`src/rtl/ddr_init_seq.sv`:
```
// SDRAM power-up initialization sequencer: waits for a stable clock lock, then
// runs the precharge / mode-load / refresh sequence and holds NOP with init_done.
module ddr_init_seq #(
    parameter int unsigned LOCK_STABLE  = 16,
    parameter int unsigned PWRUP_CYCLES = 200,
    parameter int unsigned T_RP         = 2,
    parameter int unsigned T_MRD        = 2,
    parameter int unsigned T_RFC        = 8,
    parameter logic [12:0] MODE_REG     = 13'h0022,
    parameter logic [12:0] EMODE_REG    = 13'h0000
) (
    input  logic        sim_clk,
    input  logic        rst,
    input  logic        dcm_lock,
    output logic        cke,
    output logic [3:0]  cmd,
    output logic [1:0]  ba,
    output logic [12:0] addr,
    output logic        init_done,
    output logic        lock_lost
);

    localparam logic [3:0] CMD_DESEL = 4'b1111;
    localparam logic [3:0] CMD_NOP   = 4'b0111;
    localparam logic [3:0] CMD_PRE   = 4'b0010;
    localparam logic [3:0] CMD_REF   = 4'b0001;
    localparam logic [3:0] CMD_LMR   = 4'b0000;

    typedef enum logic [3:0] {
        S_WAIT_LOCK, S_STABLE, S_PWRUP, S_PRE1, S_EMR, S_MR_DLL,
        S_PRE2, S_REF1, S_REF2, S_MR, S_DONE
    } state_t;

    state_t      state_q, state_d;
    logic [15:0] cnt_q, cnt_d;
    logic        cke_q, cke_d;
    logic [3:0]  cmd_q, cmd_d;
    logic [1:0]  ba_q, ba_d;
    logic [12:0] addr_q, addr_d;
    logic        init_done_q, init_done_d;
    logic        lock_lost_q, lock_lost_d;

    // The WAIT_LOCK sample already counts as the first high, so STABLE needs LOCK_STABLE-1 more.
    function automatic logic [15:0] reload(input state_t s);
        case (s)
            S_STABLE:            reload = (LOCK_STABLE >= 2) ? 16'(LOCK_STABLE - 2) : 16'd0;
            S_PWRUP:             reload = 16'(PWRUP_CYCLES - 1);
            S_PRE1, S_PRE2:      reload = 16'(T_RP - 1);
            S_EMR, S_MR_DLL, S_MR: reload = 16'(T_MRD - 1);
            S_REF1, S_REF2:      reload = 16'(T_RFC - 1);
            default:             reload = 16'd0;
        endcase
    endfunction

    function automatic state_t seq_next(input state_t s);
        case (s)
            S_PWRUP:  seq_next = S_PRE1;
            S_PRE1:   seq_next = S_EMR;
            S_EMR:    seq_next = S_MR_DLL;
            S_MR_DLL: seq_next = S_PRE2;
            S_PRE2:   seq_next = S_REF1;
            S_REF1:   seq_next = S_REF2;
            S_REF2:   seq_next = S_MR;
            default:  seq_next = S_DONE;
        endcase
    endfunction

    always_comb begin
        state_d     = state_q;
        cnt_d       = cnt_q;
        lock_lost_d = lock_lost_q;
        case (state_q)
            S_WAIT_LOCK: begin
                if (dcm_lock) state_d = (LOCK_STABLE <= 1) ? S_PWRUP : S_STABLE;
            end
            S_STABLE: begin
                if (!dcm_lock)       state_d = S_WAIT_LOCK;
                else if (cnt_q == 0) state_d = S_PWRUP;
                else                 cnt_d = cnt_q - 16'd1;
            end
            S_DONE: begin
                if (!dcm_lock) begin
                    state_d     = S_WAIT_LOCK;
                    lock_lost_d = 1'b1;
                end
            end
            default: begin
                if (!dcm_lock) begin
                    state_d     = S_WAIT_LOCK;
                    lock_lost_d = 1'b1;
                end else if (cnt_q == 0) begin
                    state_d = seq_next(state_q);
                end else begin
                    cnt_d = cnt_q - 16'd1;
                end
            end
        endcase
        if (state_d != state_q) cnt_d = reload(state_d);

        // Outputs decode the upcoming state so they are registered alongside it.
        cke_d       = (state_d >= S_PWRUP);
        init_done_d = (state_d == S_DONE);
        cmd_d       = (state_d >= S_PWRUP) ? CMD_NOP : CMD_DESEL;
        ba_d        = 2'b00;
        addr_d      = 13'd0;
        if (state_d != state_q) begin
            case (state_d)
                S_PRE1, S_PRE2: begin
                    cmd_d  = CMD_PRE;
                    addr_d = 13'h0400;
                end
                S_EMR: begin
                    cmd_d  = CMD_LMR;
                    ba_d   = 2'b01;
                    addr_d = EMODE_REG;
                end
                S_MR_DLL: begin
                    cmd_d  = CMD_LMR;
                    addr_d = MODE_REG | 13'h0100;
                end
                S_REF1, S_REF2: cmd_d = CMD_REF;
                S_MR: begin
                    cmd_d  = CMD_LMR;
                    addr_d = MODE_REG & ~13'h0100;
                end
                default: ;
            endcase
        end
    end

    always_ff @(posedge sim_clk) begin
        if (rst) begin
            state_q     <= S_WAIT_LOCK;
            cnt_q       <= 16'd0;
            cke_q       <= 1'b0;
            cmd_q       <= CMD_DESEL;
            ba_q        <= 2'b00;
            addr_q      <= 13'd0;
            init_done_q <= 1'b0;
            lock_lost_q <= 1'b0;
        end else begin
            state_q     <= state_d;
            cnt_q       <= cnt_d;
            cke_q       <= cke_d;
            cmd_q       <= cmd_d;
            ba_q        <= ba_d;
            addr_q      <= addr_d;
            init_done_q <= init_done_d;
            lock_lost_q <= lock_lost_d;
        end
    end

    assign cke       = cke_q;
    assign cmd       = cmd_q;
    assign ba        = ba_q;
    assign addr      = addr_q;
    assign init_done = init_done_q;
    assign lock_lost = lock_lost_q;

endmodule

```
`config.mk`:
```
export PLATFORM = sky130hd
export DESIGN_NAME = ddr_init_seq
export DESIGN_NICKNAME = d
export VERILOG_FILES = /design/src/rtl/ddr_init_seq.sv
export SDC_FILE = /design/constraint.sdc
export NUM_CORES = 1
export LEC_CHECK = 0
export BUFFER_PORTS_ARGS = -buffer_cell sky130_fd_sc_hd__buf_2
export CORE_ASPECT_RATIO = 0.8
export CORE_UTILIZATION = 25
export CTS_CLUSTER_DIAMETER = 40
export DETAILED_ROUTE_END_ITERATION = 8
export GPL_TIMING_DRIVEN = 0
export SETUP_SLACK_MARGIN = 0.3
export SLEW_MARGIN = 10
export SYNTH_ARGS = -nofsm -noshare
export SYNTH_HDL_FRONTEND = slang
export SYNTH_SLANG_ARGS = --single-unit
export TNS_END_PERCENT = 10
```
`constraint.sdc`:
```
create_clock -name sim_clk -period 3.5 [get_ports sim_clk]
set_input_delay 0.175 -clock sim_clk [delete_from_list [all_inputs] [get_ports sim_clk]]
set_output_delay 0.175 -clock sim_clk [all_outputs]
set_load 0.01 [all_outputs]
```
### Word level (Yosys, flattened, before mapping)

Memories as Yosys holds them, arrays and structs flattened.
Cells that the tools add are included.

* div/mod/pow operators: 0
* $add $sub $neg: 1
* multipliers: 0
* bitwise operators: 3
* eq/ne operators: 20
* reduce and logical (&&, ||, !) cells: 11
* $lt $le $gt $ge: 1
* shift operators: 0
* mux-type cells: 17

Operators by type and width (count)
* 16-bit two-way mux: 4
* 11-bit case mux with 3 select lines: 1
* 4-bit by 3-bit equality test with 1-bit output (second input constant): 8
* 4-bit two-way mux: 8
* 4-bit case mux with 7 select lines: 1
* 4-bit case mux with 3 select lines: 2
* 4-bit equality test (second input constant): 5
* 16-bit zero test: 1
* 16-bit by 1-bit subtractor with 16-bit output (second input constant): 1
* 4-bit by 2-bit equality test with 1-bit output (second input constant): 3
* 2-bit OR reduction: 5
* 4-bit by 1-bit equality test with 1-bit output (second input constant): 1
* 4-bit by 2-bit greater-or-equal comparator with 1-bit output (second input constant): 1
* 4-bit zero test: 1
* 2-bit by 1-bit != test with 1-bit output (second input constant): 2
* 4-bit != test: 1
* 1-bit inverter: 3
* 3-bit AND reduction: 1
* 3-bit OR reduction: 1
* 2-bit AND reduction: 1
* 2-bit nonzero test: 1
* 1-bit two-way mux: 1

* bits in writable memories: 0
* memories kept: 1
* word-level logic and storage cells: 62
* bits in latches: 0
* bits in read-only memories: 96
* bits in registers: 42
* output and inout port bits: 22
* input port bits: 3

Memories
* (no name shown): words 16, width 6, read ports 1, clocked after memory_dff 0, wr ports 0, RTL line 45 `case (s)`

### Depth between registers and ports, before layout

Gate-level depths: netlist (run 1).

* depth after elaboration: 9
* gate-level depth with buffers: 15
* mapped depth without buffers: 13

### Worst setup path before layout (run 1)

Ideal clock, no wire load.

* kind: register to register
* start point: register cnt_q[0]
* end point: register cmd_q[3] (netlist: cmd[3])
* library setup time: 67 ps
* data arrival time: 3038 ps
* stages on the path, launching flop included: 16
* path slack: 395 ps
* path buffers: 2
* cell sequence: dfxtp_1 -> inv_1 -> ha_1 -> nor4b_1 -> and4_1 -> clkbuf_1 -> buf_2 -> a21oi_1 -> nor3_1 -> inv_1 -> ha_1 -> o21ai_0 -> inv_1 -> o211ai_1 -> nand4_1 -> a2bb2oi_2

* longest elaborated chain between the ends: 8

Ends and longest elaborated chain
* from (decl): RTL line 35 `logic [15:0] cnt_q, cnt_d;`
* from (signal assigned): RTL line 143 `cnt_q <= cnt_d;`
* 16-bit zero test *: RTL line 78, 91
* 4-bit two-way mux, on equally long branches: RTL line 91, 78
* 4-bit two-way mux, on equally long branches: RTL line 88, 77
* 4-bit case mux with 3 select lines *: RTL line 72 `case (state_q)`
* named net state_d[1]: RTL line 34 `state_t state_q, state_d;`
* 4-bit by 2-bit greater-or-equal comparator with 1-bit output, or another cell as far along: RTL line 103 `cmd_d = (state_d >= S_PWRUP) ? CMD_NOP : CMD_DESEL;`
* 4-bit two-way mux, or another cell as far along: RTL line 103
* 4-bit case mux with 3 select lines: RTL line 107 `case (state_d)`
* 4-bit two-way mux *: RTL line 106 `if (state_d != state_q) begin`
* to (signal assigned): RTL line 145 `cmd_q <= cmd_d;`
* to (decl): RTL line 37 `logic [3:0] cmd_q, cmd_d;`

Mark *: on every way through the listed nets, which the timed path passes. The rest lies on a longest branch.
A chain may end at the register's enable or synchronous reset.

### Worst setup path in the final report (run 1)

* start point: register cnt_q[1]
* end point: register cnt_q[1]

* longest elaborated chain between the ends: 7

Ends and longest elaborated chain (RTL line)
* 16-bit zero test *: 78, 91
* 4-bit two-way mux, on equally long branches: 91, 78
* 4-bit two-way mux, on equally long branches: 88, 77
* 4-bit case mux with 3 select lines *: 72
* named net state_d[1]: 34
* parallel branches: the longest is 3 deep, another holds memory read 16 x 6 bit

Mark *: on every way through the listed nets, which the timed path passes. The select of a mux whose other input is x is not followed.

==> results of run 1 <==
==> cells in the final DEF (no fill, tap or decap), drive strengths merged, types with 2 or more instances in the layout <==
master and instances:
dfxtp 31, buf 29, nor2 25, clkbuf 15, nand2 14, nor3 14
nand3 10, conb 10, nor4 10, o21ai 10, a21oi 9, xnor2 9
inv 8, or3 6, ha 5, and4 4, nand4 4, a31oi 4
xor2 4, or4 4, a21o 3, o21a 3, a21boi 3, o31ai 3
o211ai 2, a31o 2, o22ai 2, nor4b 2, and3 2, a211oi 2
==> cell families after synthesis <==
kind of cell    share of synthesized area [%]
buf+inv                                 8.980
xor+xnor                                5.837
flops                                   31.82
other cells                            0.1922
fa+ha+maj                               3.207
mux                                    0.5132
compound gates                          20.65
simple gates                            28.80
==> critical path: stages, from the launching register on <==
cell,delay (ns)
dfxtp_1,0.35
inv_1,0.12
ha_4,0.15
nor4b_4,0.24
and4_1,0.23
buf_4,0.16
buf_8,0.14
a21oi_1,0.09
nor3_2,0.26
inv_1,0.11
ha_2,0.24
nand2_1,0.07
o22ai_1,0.10
a32o_2,0.28
o31ai_4,0.27
o311ai_1,0.14
==> path summary, 6_finish.rpt <==
kind	slack [ns]	to	depth (start not counted)	startpoint
worst max-delay path	0.41	cnt_q[1]	15	cnt_q[1]
worst min-delay path	0.29	cmd[1]	3	rst
worst max register to register	0.41	cnt_q[1]	15	cnt_q[1]
worst min register to register	0.50	lock_lost	2	lock_lost
==> what timing repair did <==
| item | CTS | global route |
|---|---|---|
| pin swaps | 2 | 3 |
| gates resized for setup | 10 | 16 |
| buffers inserted | 1 | 0 |
| gates cloned | 0 | 0 |
| endpoints found under the setup margin | 6 | 6 |
==> state kept, by name, summed over array words and instances (netlist names) <==
signal     cells
cke            1
addr           3
cnt_q         16
cmd            4
init_done      1
state_q        4
ba             1
lock_lost      1
==> stage by stage <==
stage                     setup TNS [ns]  cell area, um^2  setup slack, ns  instances  utilization [%]
final                                  0             2356           0.4116        375            31.57
after global routing                   0             2356           0.2593        375            31.57
after global placement            -1.585             2181          -0.3789        368            29.23
after detailed placement          -1.492             2181          -0.3632        368            29.23
after floorplan                        0             1984           0.3953        250                -
after CTS                              0             2310           0.3214        375            30.95
==> power breakdown <==
group          internal (mW)  switching (mW)
clock network          0.132           0.126
registers              0.393          0.0492
logic                  0.300           0.427
==> routing by layer <==
layer / GRT usage, % / up-vias / wire [um]
met2: 18.08 / 77 / 2157
met1: 18.47 / 891 / 2570
met3: 3.442 / 13 / 362
met5: 0 / - / 0
met4: 5.797 / 0 / 133
li1: - / 928 / -
==> area by class of cell <==
| type | count | area, um^2 | area share [%] |
|---|---|---|---|
| Inverter | 9 | 33.78 | 1.434 |
| Clock buffer | 6 | 72.57 | 3.080 |
| Timing Repair Buffer | 14 | 72.57 | 3.080 |
| Sequential cell | 31 | 621.8 | 26.39 |
| Tap cell | 105 | 131.4 | 5.576 |
| Multi-Input combinational cell | 186 | 1269 | 53.85 |
| Buffer | 24 | 155.1 | 6.585 |
==> results.md, run 1 <==
* Die W at ~100 um
* Max_cap viols at 0
* First-pass iteration count of the detailed router at 4
* Antenna Nets Post-Route at 0
* DRT iter0 DRCs at around 220
* Fraction of registers with async set/reset at 0%
* Number of global-route vias before repair at between 1500 and 2000
* Gr ovfl total at 0
* Routed via count at between 1500 and 2000
* Syn Area/Cell at between 8 and 9 um^2
* Period utilization at roughly nine tenths
* GRT Util Overall at ~13%
* PD cells at ~610 mW/mm^2
* Setup Viol. Count Final at 0
* CTS max path bufs at 2
* Commonest cells post-synth: dfxtp_1, nor2_1, nand2_1
* CTS buffer count at 5
* # hold bufs at CTS at 0
* CTS Root Cell: clkbuf_8
* Top FF cell, synth: dfxtp_1
* Top-count cell post-synth: dfxtp_1
* Kind of critical path: reg -> reg
* DRC viols at 0
* Share of layout cells above drive strength 1 at between 20% and 30%
* Max Slew Vio Count at 0
* Critical Path Start Type: flip-flop
* Critical Path RT at between 3 and 4 ns
* Mapped Area at 0.001951 mm^2
* Ports at 25
* Highest net fanout along the worst path at 10
* Peak VDD IR at roughly 0.00020 V
* Run status: complete, no violations
* Largest net degree at the start of global routing at 11
* CTS tree: built
* Clock sinks at 31
* Sequential area share after synthesis at roughly a third
* Final Routed Wirelength at ~5.2 mm
* Htree depth at 2
* P&R area growth vs syn at 20.78%
* Worst Path Arrival at 3.24 ns
* Per-cell routed wire length at between 10 and 15 um
* Worst-path clk slew at roughly 0.060 ns
* Hold Path Class: in -> reg
* Largest cells by area after synthesis: dfxtp_1, nor2_1, buf_4, xnor2_1, ha_1
* Final hold violation count at 0
* Yosys top cell area share at 31.82%
* Core area at approximately 0.0075 mm^2
* Starting density of the core at 26.14%
* Skew final at around 0.0050 ns
* Post-synth top area cell: dfxtp_1
* Leak at ~0.9 nW
* Row Count at 28
* Max_slew headroom at 52.34%
* Initial antenna violation count at 0
* Worst Tran Pin Value at 0.7102 ns
* Post-synth EDFFs at 0
* Die area at roughly 0.0082 mm^2
* DP HPWL at around 3.8 mm
* Total Power at around 1.4 mW
* Worst Hold Margin at between 0.2 and 0.3 ns
* RSZ-0062 raised after global routing: no
* Filler cell count at 784
* GPL Wtd Cong at 0.8643
* Final worst path period need at between 3 and 4 ns
* Post-Syn Instances at 241
* Die Ht at between 80 and 90 um
* Type of element capturing the critical path: flip-flop
* Global-route wire length before repair at about 8 mm
* Via density at a little over 5
* Yosys cell types at 60
* Fmax achieved at between 300 and 400 MHz
* Seq cells post-synth at 31
* Ant diodes at 0
* PortBufs at 13
* Worst-Skew Late Latency at 0.29 ns
* # nets final at about 280
* Synth Warn # at 0
Note: power is estimated with default switching activity, not from simulation.
==> run 2, diff against run 1 <==
CTS_BUF_LIST = sky130_fd_sc_hd__clkbuf_8   (was default)
==> results.md, run 2 (synthesis gave the netlist of run 1 again) <==
* Die W at 100.8 um (unchanged)
* Run status: complete, no violations
* Peak VDD IR at 0.0001992 V (+0.73%)
* Antenna Nets Post-Route at 0 (unchanged)
* DRT iter0 DRCs at 221 (+1.8%)
* Critical Path Start Type: flip-flop
* Final instance area at 0.002346 mm^2 (-0.42%)
* Kind of critical path: reg -> reg
* Htree depth at 2 (unchanged)
* CTS Root Cell: clkbuf_8
* Per-cell routed wire length at 13.91 um (-0.11%)
* Ports at 25 (unchanged)
* First-pass iteration count of the detailed router at 5 (+1)
* Row Count at 28 (unchanged)
* Worst-Skew Late Latency at 0.29 ns (about the same)
* Share of layout cells above drive strength 1 at 22.59% (unchanged)
* Leak at 0.9148 nW (+0.21%)
* Die Ht at 81.01 um (unchanged)
* Worst Hold Margin at 0.2872 ns (+0.0004450 ns)
* Fin cells at 375 (unchanged)
* Total Power at 1.421 mW (-0.44%)
* R2r setup slk at 0.41 ns (about the same)
* Most common cell after layout, fill and taps aside: dfxtp_1
* Final Core Density at 31.44% (-0.13 points)
* Via density at 5.227 (+2.7%)
* Final Routed Wirelength at 5.217 mm (-0.11%)
* Placed Area at 0.002181 mm^2 (unchanged)
* GRT met3 Usage at 3.442% (unchanged)
* Met2 Use GR at 18.08% (unchanged)
* Chain of cells forming the critical path: inv_1 -> ha_2 -> nor4b_4 -> and4_1 -> buf_4 -> buf_8 -> a21oi_1 -> nor3_2 -> inv_1 -> ha_2 -> nand2_1 -> o22ai_1 -> a32o_2 -> o31ai_4 -> o311ai_1
* # nets final at 279 (unchanged)
* GPL Wtd Cong at 0.8643 (unchanged)
* Max_cap viols at 0 (unchanged)
* CTS tree: built
* WHS Endpoint: cmd[1]
* Routed via count at 1960 (+2.7%)
* Critical Path RT at 3.65 ns (about the same)
* Gr ovfl total at 0 (unchanged)
* # hold bufs at CTS at 0 (unchanged)
* Pre-CTS setup slack at -0.3632 ns (unchanged)
* Largest Register: cnt_q
* Largest net degree at the start of global routing at 11 (unchanged)
* Hold path start: rst
* Number of global-route vias before repair at 1636 (unchanged)
* Hold Path Class: in -> reg
* Worst-path clk slew at 0.06 ns (about the same)
* Met1 GRT Util at 18.47% (unchanged)
* Worst Tran Pin Value at 0.6918 ns (-0.01839 ns)
* Die area at 0.008162 mm^2 (unchanged)
* Highest net fanout along the worst path at 10 (unchanged)
* Starting density of the core at 26.14% (unchanged)
* Commonest non-fill, non-tap cells in the layout: dfxtp_1, nor2_1, nand2_1, buf_2, buf_4
* P&R area growth vs syn at 20.27%
* Period utilization at 88.28% (about the same)
* Core area at 0.007462 mm^2 (unchanged)
* Gr busiest metal: met1
* CTS buffer count at 5 (unchanged)
* PD cells at 605.7 mW/mm^2 (about the same)
* Global-route wire length before repair at 8.079 mm (unchanged)
* Placed instance count at 368 (unchanged)
* Setup Viol. Count Final at 0 (unchanged)
* PortBufs at 13 (unchanged)
* CTS max path bufs at 2 (unchanged)
* DP HPWL at 3.805 mm (unchanged)
* RR Startpoint: cnt_q[1]
* Initial antenna violation count at 0 (unchanged)
* Final worst path period need at 3.090 ns (+0.001455 ns)
* Fin Setup TNS at 0 ns (unchanged)
* Max Slew Vio Count at 0 (unchanged)
* Worst Path Arrival at 3.24 ns (about the same)
* Final hold violation count at 0 (unchanged)
* GRT Util Overall at 12.97% (unchanged)
* DRC viols at 0 (unchanged)
* Ant diodes at 0 (unchanged)
* Max_slew headroom at 53.57% (+1.2 points)
* Clock sinks at 31 (unchanged)
* Largest register FFs at 16 (unchanged)
* RSZ-0062 raised after global routing: no
* Type of element capturing the critical path: flip-flop
* CP max-delay cell: dfxtp_1
* Reg2reg path depth at 15 (unchanged)
* Fmax achieved at 323.6 MHz (about the same)
* R2R Path End: cnt_q[1]
* Max stage delay on crit path at 0.35 ns (about the same)
* Hold path cells at 3 (unchanged)
* Skew final at 0.005165 ns (+0.0001459 ns)
* Final worst slack at 0.4102 ns (-0.001455 ns)
[run 2: cell count changes in the layout (fill, tap and decap cells not counted)]
cell / before / now
clkbuf_1: 10 / 9
ha_2: 3 / 4
ha_4: 1 / 0
inv_1: 8 / 9
[run 2: repair_timing]
item / CTS / global route
resized for setup: 10 / 15
buffers inserted: 1 / 0
setup endpoints to repair: 6 / 6
pin swaps: 2 / 3
[run 2: layout make-up]
cell class                 count  area, um^2
buffer                        24       155.1
clock buffer                   5       68.82
clock inverter                 1       3.754
fill                         786        5116
inverter                       9       33.78
multi-input combinational    186        1259
sequential                    31       621.8
tap                          105       131.4
timing repair buffer          14       72.57
[run 2: metal layers]
layer / up-vias / wire (um)
met5: - / 0
met4: 0 / 146
met3: 16 / 387
met2: 97 / 2118
met1: 917 / 2565
li1: 930 / -
[run 2: worst max-delay path by stage]
| stage | to | depth (start not counted) | startpoint | slack [ns] |
|---|---|---|---|---|
| finish | cnt_q[1] | 15 | cnt_q[1] | 0.41 |
| global route | cnt_q[1] | 15 | cnt_q[1] | 0.25 |
| CTS | cmd[3] | 15 | cnt_q[0] | 0.32 |
| detailed placement | cnt_q[1] | 15 | cnt_q[0] | -0.36 |
| global placement | cnt_q[1] | 15 | cnt_q[0] | -0.38 |
| floorplan | cmd[3] | 15 | cnt_q[0] | 0.40 |
[run 2: worst max-delay path: cells and delay by family, from the launching register on]
family / cells / cell delay, ns
buffers and inverters: 4 / 0.48
AOI/OAI and AO/OA: 5 / 0.87
DFF: 1 / 0.35
adders and majority gates: 2 / 0.44
and+or+nand+nor: 4 / 0.81
[run 2: power by group]
group	switching (mW)	internal [mW]
Sequential	0.0491	0.393
Clock	0.126	0.129
Combinational	0.429	0.296
Total	0.604	0.818
